==> src/rtl/efpga_frame_loader.sv <==
// efpga_frame_loader
//   Streams a 32-bit bitstream (valid/ready) into the eFPGA configuration
//   interface.  After SYNC_WORD, every header word selects a column/frame.
//   The next NUM_ROWS+2 words fill FrameData.  The loader then pulses the
//   matching one-hot FrameStrobe bit for STROBE_CYCLES cycles.
//   A header with DESYNC_BIT set ends the session.
//
//   Optional feature macro: CFG_CHECKSUM_EN
//     When defined, the loader keeps an additive 32-bit sum of all data words
//     since SYNC_WORD.  The word that follows the desync header is compared
//     against that sum.
//
// Ports
//   CLK           config clock
//   reset         asynchronous, active-high reset
//   s_data        bitstream word
//   s_valid       s_data valid
//   s_ready       word accepted this cycle when s_valid is also high
//   frame_data    assembled FrameData, word 0 = bottom terminal row
//   frame_strobe  one-hot (or zero) FrameStrobe, bit = col*MAX_FRAMES_PER_COL+frame
//   synced        session active
//   addr_err      sticky: a header addressed a column/frame out of range
//   crc_err       sticky: checksum mismatch (0 without CFG_CHECKSUM_EN)
//   frames_done   frames strobed since reset, wraps at 2^16
//
// States
//   S_IDLE   | waiting for SYNC_WORD, other words dropped
//   S_HEADER | expecting a header (column/frame or desync)
//   S_DATA   | collecting NUM_ROWS+2 data words
//   S_STROBE | FrameStrobe high, input stalled
//   S_CHECK  | expecting the checksum word (CFG_CHECKSUM_EN only)

module efpga_frame_loader #(
  parameter int          NUM_ROWS           = 3,
  parameter int          NUM_COLS           = 5,
  parameter int          FRAME_BITS_PER_ROW = 32,
  parameter int          MAX_FRAMES_PER_COL = 36,
  parameter int          DESYNC_BIT         = 20,
  parameter int          STROBE_CYCLES      = 1,
  parameter logic [31:0] SYNC_WORD          = 32'hFAB0_FAB1
) (
  input  logic                                        CLK,
  input  logic                                        reset,
  input  logic [31:0]                                 s_data,
  input  logic                                        s_valid,
  output logic                                        s_ready,
  output logic [FRAME_BITS_PER_ROW*(NUM_ROWS+2)-1:0]  frame_data,
  output logic [NUM_COLS*MAX_FRAMES_PER_COL-1:0]      frame_strobe,
  output logic                                        synced,
  output logic                                        addr_err,
  output logic                                        crc_err,
  output logic [15:0]                                 frames_done
);

  localparam int NWORDS = NUM_ROWS + 2;
  localparam int WB     = FRAME_BITS_PER_ROW;
  localparam int SW     = NUM_COLS * MAX_FRAMES_PER_COL;
  localparam int IDXW   = (NWORDS > 1) ? $clog2(NWORDS) : 1;

  localparam logic [IDXW-1:0] LAST_IDX = IDXW'(NWORDS - 1);
  localparam logic [7:0]      COL_LIM  = 8'(NUM_COLS);
  localparam logic [7:0]      FRM_LIM  = 8'(MAX_FRAMES_PER_COL);
  localparam logic [3:0]      STB_LOAD = 4'(STROBE_CYCLES - 1);
  localparam logic [SW-1:0]   STB_ONE  = SW'(1);

  typedef enum logic [2:0] {
    S_IDLE,
    S_HEADER,
    S_DATA,
    S_STROBE,
    S_CHECK
  } state_t;

  state_t             r_state;
  logic [7:0]         r_col;
  logic [7:0]         r_frame;
  logic               r_in_range;
  logic [IDXW-1:0]    r_idx;
  logic [3:0]         r_stb_cnt;
  logic               r_s_ready;
  logic [WB*NWORDS-1:0] r_frame_data;
  logic [SW-1:0]      r_frame_strobe;
  logic               r_synced;
  logic               r_addr_err;
  logic [15:0]        r_frames_done;

  logic               w_xfer;
  logic               w_hdr_ok;
  logic [15:0]        w_lin;

  assign w_xfer   = s_valid & r_s_ready;
  assign w_hdr_ok = (s_data[15:8] < COL_LIM) && (s_data[7:0] < FRM_LIM);
  // Linear strobe index; only used when the latched header was in range.
  assign w_lin    = 16'(r_col) * 16'(MAX_FRAMES_PER_COL) + 16'(r_frame);

`ifdef CFG_CHECKSUM_EN
  logic [31:0] r_sum;
  logic        r_crc_err;
  assign crc_err = r_crc_err;
`else
  assign crc_err = 1'b0;
`endif

  always_ff @(posedge CLK or posedge reset) begin
    if (reset) begin
      r_state        <= S_IDLE;
      r_col          <= '0;
      r_frame        <= '0;
      r_in_range     <= 1'b0;
      r_idx          <= '0;
      r_stb_cnt      <= '0;
      r_s_ready      <= 1'b1;
      r_frame_data   <= '0;
      r_frame_strobe <= '0;
      r_synced       <= 1'b0;
      r_addr_err     <= 1'b0;
      r_frames_done  <= '0;
`ifdef CFG_CHECKSUM_EN
      r_sum          <= '0;
      r_crc_err      <= 1'b0;
`endif
    end else begin
      case (r_state)
        S_IDLE: begin
          if (w_xfer && (s_data == SYNC_WORD)) begin
            r_state  <= S_HEADER;
            r_synced <= 1'b1;
`ifdef CFG_CHECKSUM_EN
            r_sum    <= '0;
`endif
          end
        end

        S_HEADER: begin
          if (w_xfer) begin
            if (s_data[DESYNC_BIT]) begin
`ifdef CFG_CHECKSUM_EN
              // synced stays high until the checksum word is consumed
              r_state  <= S_CHECK;
`else
              r_state  <= S_IDLE;
              r_synced <= 1'b0;
`endif
            end else begin
              r_col      <= s_data[15:8];
              r_frame    <= s_data[7:0];
              r_in_range <= w_hdr_ok;
              r_idx      <= '0;
              if (!w_hdr_ok) r_addr_err <= 1'b1;
              r_state    <= S_DATA;
            end
          end
        end

        S_DATA: begin
          if (w_xfer) begin
            // Out-of-range frames still load frame_data; they simply never strobe.
            for (int k = 0; k < NWORDS; k++) begin
              if (r_idx == IDXW'(k)) r_frame_data[WB*k +: WB] <= s_data;
            end
`ifdef CFG_CHECKSUM_EN
            r_sum <= r_sum + s_data;
`endif
            if (r_idx == LAST_IDX) begin
              if (r_in_range) begin
                r_frame_strobe <= STB_ONE << w_lin;
                r_stb_cnt      <= STB_LOAD;
                r_s_ready      <= 1'b0;
                r_state        <= S_STROBE;
              end else begin
                r_state        <= S_HEADER;
              end
            end else begin
              r_idx <= r_idx + 1'b1;
            end
          end
        end

        S_STROBE: begin
          if (r_stb_cnt == 4'd0) begin
            r_frame_strobe <= '0;
            r_frames_done  <= r_frames_done + 16'd1;
            r_s_ready      <= 1'b1;
            r_state        <= S_HEADER;
          end else begin
            r_stb_cnt <= r_stb_cnt - 4'd1;
          end
        end

`ifdef CFG_CHECKSUM_EN
        S_CHECK: begin
          if (w_xfer) begin
            if (s_data != r_sum) r_crc_err <= 1'b1;
            r_synced <= 1'b0;
            r_state  <= S_IDLE;
          end
        end
`endif

        default: begin
          r_state        <= S_IDLE;
          r_synced       <= 1'b0;
          r_s_ready      <= 1'b1;
          r_frame_strobe <= '0;
        end
      endcase
    end
  end

  assign s_ready      = r_s_ready;
  assign frame_data   = r_frame_data;
  assign frame_strobe = r_frame_strobe;
  assign synced       = r_synced;
  assign addr_err     = r_addr_err;
  assign frames_done  = r_frames_done;

endmodule
==> config.mk <==
export PLATFORM = sky130hd
export DESIGN_NAME = efpga_frame_loader
export DESIGN_NICKNAME = d
export VERILOG_FILES = /design/src/rtl/efpga_frame_loader.sv
export SDC_FILE = /design/constraint.sdc
export NUM_CORES = 1
export LEC_CHECK = 0
export BUFFER_PORTS_ARGS = -buffer_cell sky130_fd_sc_hd__buf_2
export CORE_MARGIN = 4
export CORE_UTILIZATION = 40
export DETAILED_ROUTE_END_ITERATION = 16
export HOLD_SLACK_MARGIN = 0.1
export PLACE_DENSITY = 0.59
export REMOVE_ABC_BUFFERS = 1
export SYNTH_ARGS = -nofsm -noshare
export SYNTH_HDL_FRONTEND = slang
export SYNTH_SLANG_ARGS = --single-unit
export TNS_END_PERCENT = 10
==> constraint.sdc <==
create_clock -name CLK -period 22.7 [get_ports CLK]
set_clock_uncertainty 0.2 [all_clocks]
set_input_delay 3.405 -clock CLK [delete_from_list [all_inputs] [get_ports CLK]]
set_output_delay 3.405 -clock CLK [all_outputs]
set_load 0.02 [all_outputs]
==> results of run 1 <==
-- layout make-up --
type,count,area [um2]
multi-input cells,819,6140
clock inverters,12,119
fillers,3601,19900
repair buffers,409,2090
diodes,1,2.50
well taps,525,657
clock buffers,63,1250
inverters,11,48.8
flip-flops and latches,385,9640
-- where the power goes --
| group | switching [mW] | internal, mW | total, mW |
|---|---|---|---|
| clock network | 0.269 | 0.403 | 0.672 |
| logic | 0.674 | 0.234 | 0.909 |
| registers | 0.0769 | 0.806 | 0.883 |
| total | 1.02 | 1.44 | 2.46 |
-- synth_stat cells (3+ instances only) --
master    instances  area [um2]
dfrtp_1         384        9610
nand2_1         285        1070
mux2_2          161        1810
o31ai_1         117         878
clkbuf_1         58         218
o41ai_2          38         618
o41ai_1          26         228
ha_1             24         300
buf_1            16        60.1
buf_2            15        75.1
xnor2_1          14         123
nand3_1          13        65.1
nor2_1           13        48.8
a21oi_1          12        60.1
and3_1           12        75.1
inv_1            11        41.3
nand4_1           9        56.3
o21ai_0           9        45.0
a21o_1            6        45.0
and2_1            6        37.5
xor2_1            6        52.6
nor3_1            4        20.0
nor4_1            4        25.0
o211ai_1          4        30.0
or2_2             4        25.0
and4_1            3        26.3
and4b_1           3        30.0
nand3b_1          3        22.5
nor3b_1           3        22.5
or3b_2            3        26.3
-- state kept, by name (all words and copies together), names as in the netlist --
register and count:
r_frame 8, frame_data 160, r_state 2, synced 1, r_col 8, r_in_range 1, frames_done 16, r_stb_cnt 4
frame_strobe 180, addr_err 1, s_ready 1, r_idx 3
-- cells by family after synthesis --
kind of cell    count (synthesis)  synth area share [%]
simple gates                  379                  10.3
buf+inv                       102                  2.54
compound gates                232                  13.0
other cells                     1                0.0232
mux                           161                  11.2
xor+xnor                       20                  1.09
fa+ha+maj                      26                  2.11
flops                         385                  59.7
-- worst reg2reg max path, stage by stage (launching register included) --
cell and delay (ns):
dfrtp_1 0.46, ha_1 0.33, ha_1 0.23, fa_1 0.43, ha_1 0.36, and3_1 0.20, a31oi_1 0.18, a221o_1 0.55
o2111ai_4 0.64, buf_4 0.65, o41ai_1 0.54
-- stage by stage --
stage / util [%] / worst slack (ns)
after CTS: 50.1 / 16.66
final: 50.1 / 16.64
after floorplan: - / 8.40
after global routing: 50.1 / 16.35
after detailed placement: 46.6 / 16.07
after global placement: 46.6 / 16.16
-- how the worst max path moves through the flow --
stage	slack, ns	cells after the start	startpoint	to
floorplan	8.40	1	reset	addr_err$_DFFE_PP0P_
global placement	16.16	7	s_valid	frame_strobe[31]$_DFFE_PP0P_
detailed placement	16.07	7	s_valid	frame_strobe[2]$_DFFE_PP0P_
CTS	16.66	7	s_valid	frame_strobe[7]$_DFFE_PP0P_
global route	16.35	7	s_valid	frame_strobe[7]$_DFFE_PP0P_
finish	16.64	7	s_valid	frame_strobe[2]$_DFFE_PP0P_
-- routing by layer --
layer | part of all wire, % | up-vias
met3 | 9.5 | 50
met4 | 1.3 | 0
li1 | - | 5435
met2 | 46 | 436
met5 | 0 | -
met1 | 43 | 5966
==> impl_results.md, run 1 <==
* Status: complete, no violations
* Post CTS Setup Buffer Count at 0
* Hold Worst Slack at 0.261 ns
* Die Ht at 209 um
* Commonest non-fill, non-tap cell in the layout: buf_2
* Setup TNS Final at 0 ns
* # rows at 73
* Via count at 11,900
* Vias in the first global route at 12,300
* Max Cap Violations at 0
* Slew Limit Fails at 0
* Via density at approximately 5.3
* Initial Util at 40.5%
* Layout cells sized above 1 at a little over 40%
* Relative slew slack at 20.7%
* Fin area at 0.0199 mm2
* Placed cells at around 2,100
* Post-CTS resize count at 0
* Slowest CP cell: buf_4
* WL/cell at 21.2 um
* Hold buffer count at cts at 0
* Area grow syn2layout at 23.6%
* Met3 GRT Util at 7.15%
* Grt ovf at 0
* Syn Area/Cell at ~12 um2
* Capturing point of the worst reg2reg path: frame_strobe[2]$_DFFE_PP0P_
* Post-layout minimum cycle time at ~6.1 ns
* CTS tree: done
* First-pass GRT wire length at 73,700 um
* Drt total wl at 47,100 um
* Die Width at 209 um
* Setup violators final at 0
* Clock buffer depth at 3
* Max VDD drop at 161 uV
* Reg2reg setup slack at 17.80 ns
* Clk root buf: clkbuf_16
* Ys async rst share at 100%
* CP delay by family, top: compound AO/OA/AOI/OAI gates
* Global Route Usage Sum at 21.0%
* Crit path required time at 22.93 ns
* Clock-pin slew of the registers on the worst-case setup and hold paths at around 0.060 ns
* Final hold vios at 0
* FF-to-FF path depth at 10
* Leak at 10.3 nW
* Yosys cell types at between 60 and 70
* EDFF count, synth at 0
* Mapped cell area at 0.0161 mm2
* H-Tree Depth at 2
* Placed cell areas at 0.0186 mm2
* Least-Margin Pin Slew at 1.19 ns
* Total power at approximately 2.5 mW
* CP Capture Type: flop
* Max Clock Freq at 165 MHz
* CTS buffer count at 42
* Cell Chain, Critical Path: buf_2 -> and4b_1 -> nand4_2 -> a2111oi_4 -> o2111ai_4 -> buf_4 -> o41ai_1
* Iter 0 DRT Violations at a little under 700
* Commonest cells after routing, fill and taps aside: buf_2, dfrtp_1, nand2_1
* WP buf/inv at 2
* RSZ-0062 raised after global routing: false
* Sequential area share after synthesis at 59.7%
* Hold Crit Depth at 1
* Largest stage delay, worst path at around 0.65 ns
* # DRC at 0
* Final instance count without filler cells at 2,225
* Worst skew pair latency at 0.55 ns
* GR Util met2 at 33.2%
* Final worst-path cycle share at between 20% and 30%
* Final #Nets at roughly 1,700
* Hold_sp: addr_err$_DFFE_PP0P_
* Global Route met1 Usage at 28.6%
* Number of I/O pins at 395
* Clock Sink Count at 385
* Hold endpoint: addr_err$_DFFE_PP0P_
* Hold Crit Class: reg -> reg
* Busiest grt layer: met2
* PortBufs at a little under 400
* Critical Path Source Type: primary input
* Routed Antenna Nets at 0
* Die ar. at 0.0436 mm2
* Flops & latches, synth at between 300 and 400
* Core area at 0.0398 mm2
* PD cells at 123 mW/mm2
* Antenna violations before repair at 1
* CP Class: in -> reg
* First-pass iteration count of the detailed router at 5
* Worst r2r src: r_col[1]$_DFFE_PP0P_
* Top FF cell, synth: dfrtp_1
* Gate Count Post-Synth at 1,306
* HPWL Detailed at about 31,000 um
* Largest net degree at the start of global routing at 116
* WP data arrival at 6.29 ns
* GP Congestion at 0.791
* Crit path max fanout at 88
* Warnings, synthesis at 0
Note: power is estimated with default switching activity, not from simulation.
==> run 2: changes to the inputs <==
PLACE_DENSITY = 0.61   (was 0.59)
clock period = 4.9 ns   (was 22.7 ns; I/O delays follow)
==> impl_results.md, run 2 (same netlist as run 1, synthesis figures left out) <==
* Max Clock Freq at 253 MHz
* Drt total wl at 47,000 um
* H-Tree Depth at 2
* First-pass iteration count of the detailed router at 5
* Placed cell areas at roughly 0.019 mm2
* CTS tree: done
* Routed Antenna Nets at 0
* Crit path required time at 5.14 ns
* Clk root buf: clkbuf_16
* GP Congestion at 0.836
* HPWL Detailed at roughly 31,000 um
* Critical Path Source Type: flop
* Worst skew pair latency at between 0.5 and 0.6 ns
* Vias in the first global route at roughly 13,000
* PD cells at 578 mW/mm2
* Clock Sink Count at around 390
* Post-CTS resize count at 0
* Status: complete, no violations
* Commonest non-fill, non-tap cell in the layout: buf_2
* CTS buffer count at 43
* Final worst-path cycle share at 80.8%
* WP data arrival at 4.20 ns
* Die ar. at between 0.04 and 0.05 mm2
* Fin area at 0.0200 mm2
* Hold buffer count at cts at 0
* Setup WS pre-CTS at 1.02 ns
* Hold Crit Class: in -> async
* PortBufs at around 400
* Grt ovf at 0
* Clock-pin slew of the registers on the worst-case setup and hold paths at 0.06 ns
* Commonest cells after routing, fill and taps aside: buf_2, dfrtp_1, nand2_1
* Leak at 10.3 nW
* Setup TNS Final at 0 ns
* WL/cell at 21.1 um
* Least-Margin Pin Slew at 1.11 ns
* Max VDD drop at 509 uV
* Largest net degree at the start of global routing at ~180
* Slew Limit Fails at 0
* Clock buffer depth at 3
* Setup violators final at 0
* Initial Util at 40.5%
* Relative slew slack at 25.7%
* Iter 0 DRT Violations at 775
* Hold Worst Slack at around 0.15 ns
* Final hold vios at 0
* Crit path max fanout at 116
* Core area at 0.0398 mm2
* Post CTS Setup Buffer Count at 0
* Final instance count without filler cells at 2,229
* RSZ-0062 raised after global routing: false
* Via count at 12,000
* Number of I/O pins at 395
* CP Class: reg -> reg
* Die Width at 209 um
* Die Ht at approximately 210 um
* Placed cells at 2,153
* First-pass GRT wire length at 74,400 um
* Area grow syn2layout at 24.2%
* # rows at 73
* Final worst-path setup slack at 0.941 ns
* Max Cap Violations at 0
* N_diodes at 0
* Post-layout minimum cycle time at 3.96 ns
* Via density at 5.40
* # DRC at 0
* CP Capture Type: flop
* Layout cells sized above 1 at 41.1%
* Max reg flops at 180
* Final #Nets at 1,734
* Antenna violations before repair at 2
* Global Route Usage Sum at between 20% and 30%
## run 2: cell types whose count changed in the layout (fill, tap and decap cells not counted)
cell        previous run  this run
buf_12                 0         5
buf_4                 16        15
bufinv_16              2         1
clkbuf_8              10        12
clkinv_4               0         2
clkinvlp_4             2         0
diode_2                1         0
## run 2: report_power, final
part	total (mW)	switching (mW)	leakage, nW	internal, mW
combinational	4.37	3.16	4.45	1.20
clock	3.13	1.28	0.682	1.85
sequential	4.08	0.351	5.19	3.73
## run 2: area by class of cell
class                           count  area, um2
Clock buffer                       65       1280
Clock inverter                     11       91.3
Fill cell                        3647      19800
Inverter                           11       48.8
Multi-Input combinational cell    819       6140
Sequential cell                   385       9640
Tap cell                          525        657
Timing Repair Buffer              413       2180
## run 2: final timing paths
path / startpoint / endpoint / slack [ns] / depth (start not counted)
worst min register to register: frames_done[15]$_DFFE_PP0P_ / frames_done[15]$_DFFE_PP0P_ / 0.27 / 1
max in group asynchronous: reset / frame_strobe[90]$_DFFE_PP0P_ / 3.22 / 3
worst max register to register: r_col[1]$_DFFE_PP0P_ / frame_strobe[2]$_DFFE_PP0P_ / 0.94 / 10
worst min-delay path: reset / frame_strobe[118]$_DFFE_PP0P_ / 0.15 / 2
min in group CLK: frames_done[15]$_DFFE_PP0P_ / frames_done[15]$_DFFE_PP0P_ / 0.27 / 1
worst max-delay path: r_col[1]$_DFFE_PP0P_ / frame_strobe[2]$_DFFE_PP0P_ / 0.94 / 10
## run 2: routing by layer
metal  wire [um]  global-route usage, %
met3        4210                   6.88
met1       20200                   28.4
met4         731                   5.00
met5          21                      0
met2       21800                   33.6
## run 2: through the flow
step / total power [mW] / util [%]
detailed placement: 8.51 / 46.9
global placement: 8.44 / 46.9
CTS: 11.7 / 50.3
finish: 11.6 / 50.3
global route: 12.2 / 50.3
floorplan: 6.53 / -
## run 2: critical path, cell delays in order (launching register included)
cell	delay (ns)
dfrtp_1	0.43
ha_1	0.31
ha_1	0.24
fa_1	0.44
ha_1	0.36
and3_1	0.21
a31oi_1	0.17
a221o_1	0.46
o2111ai_4	0.19
buf_12	0.27
o41ai_1	0.47
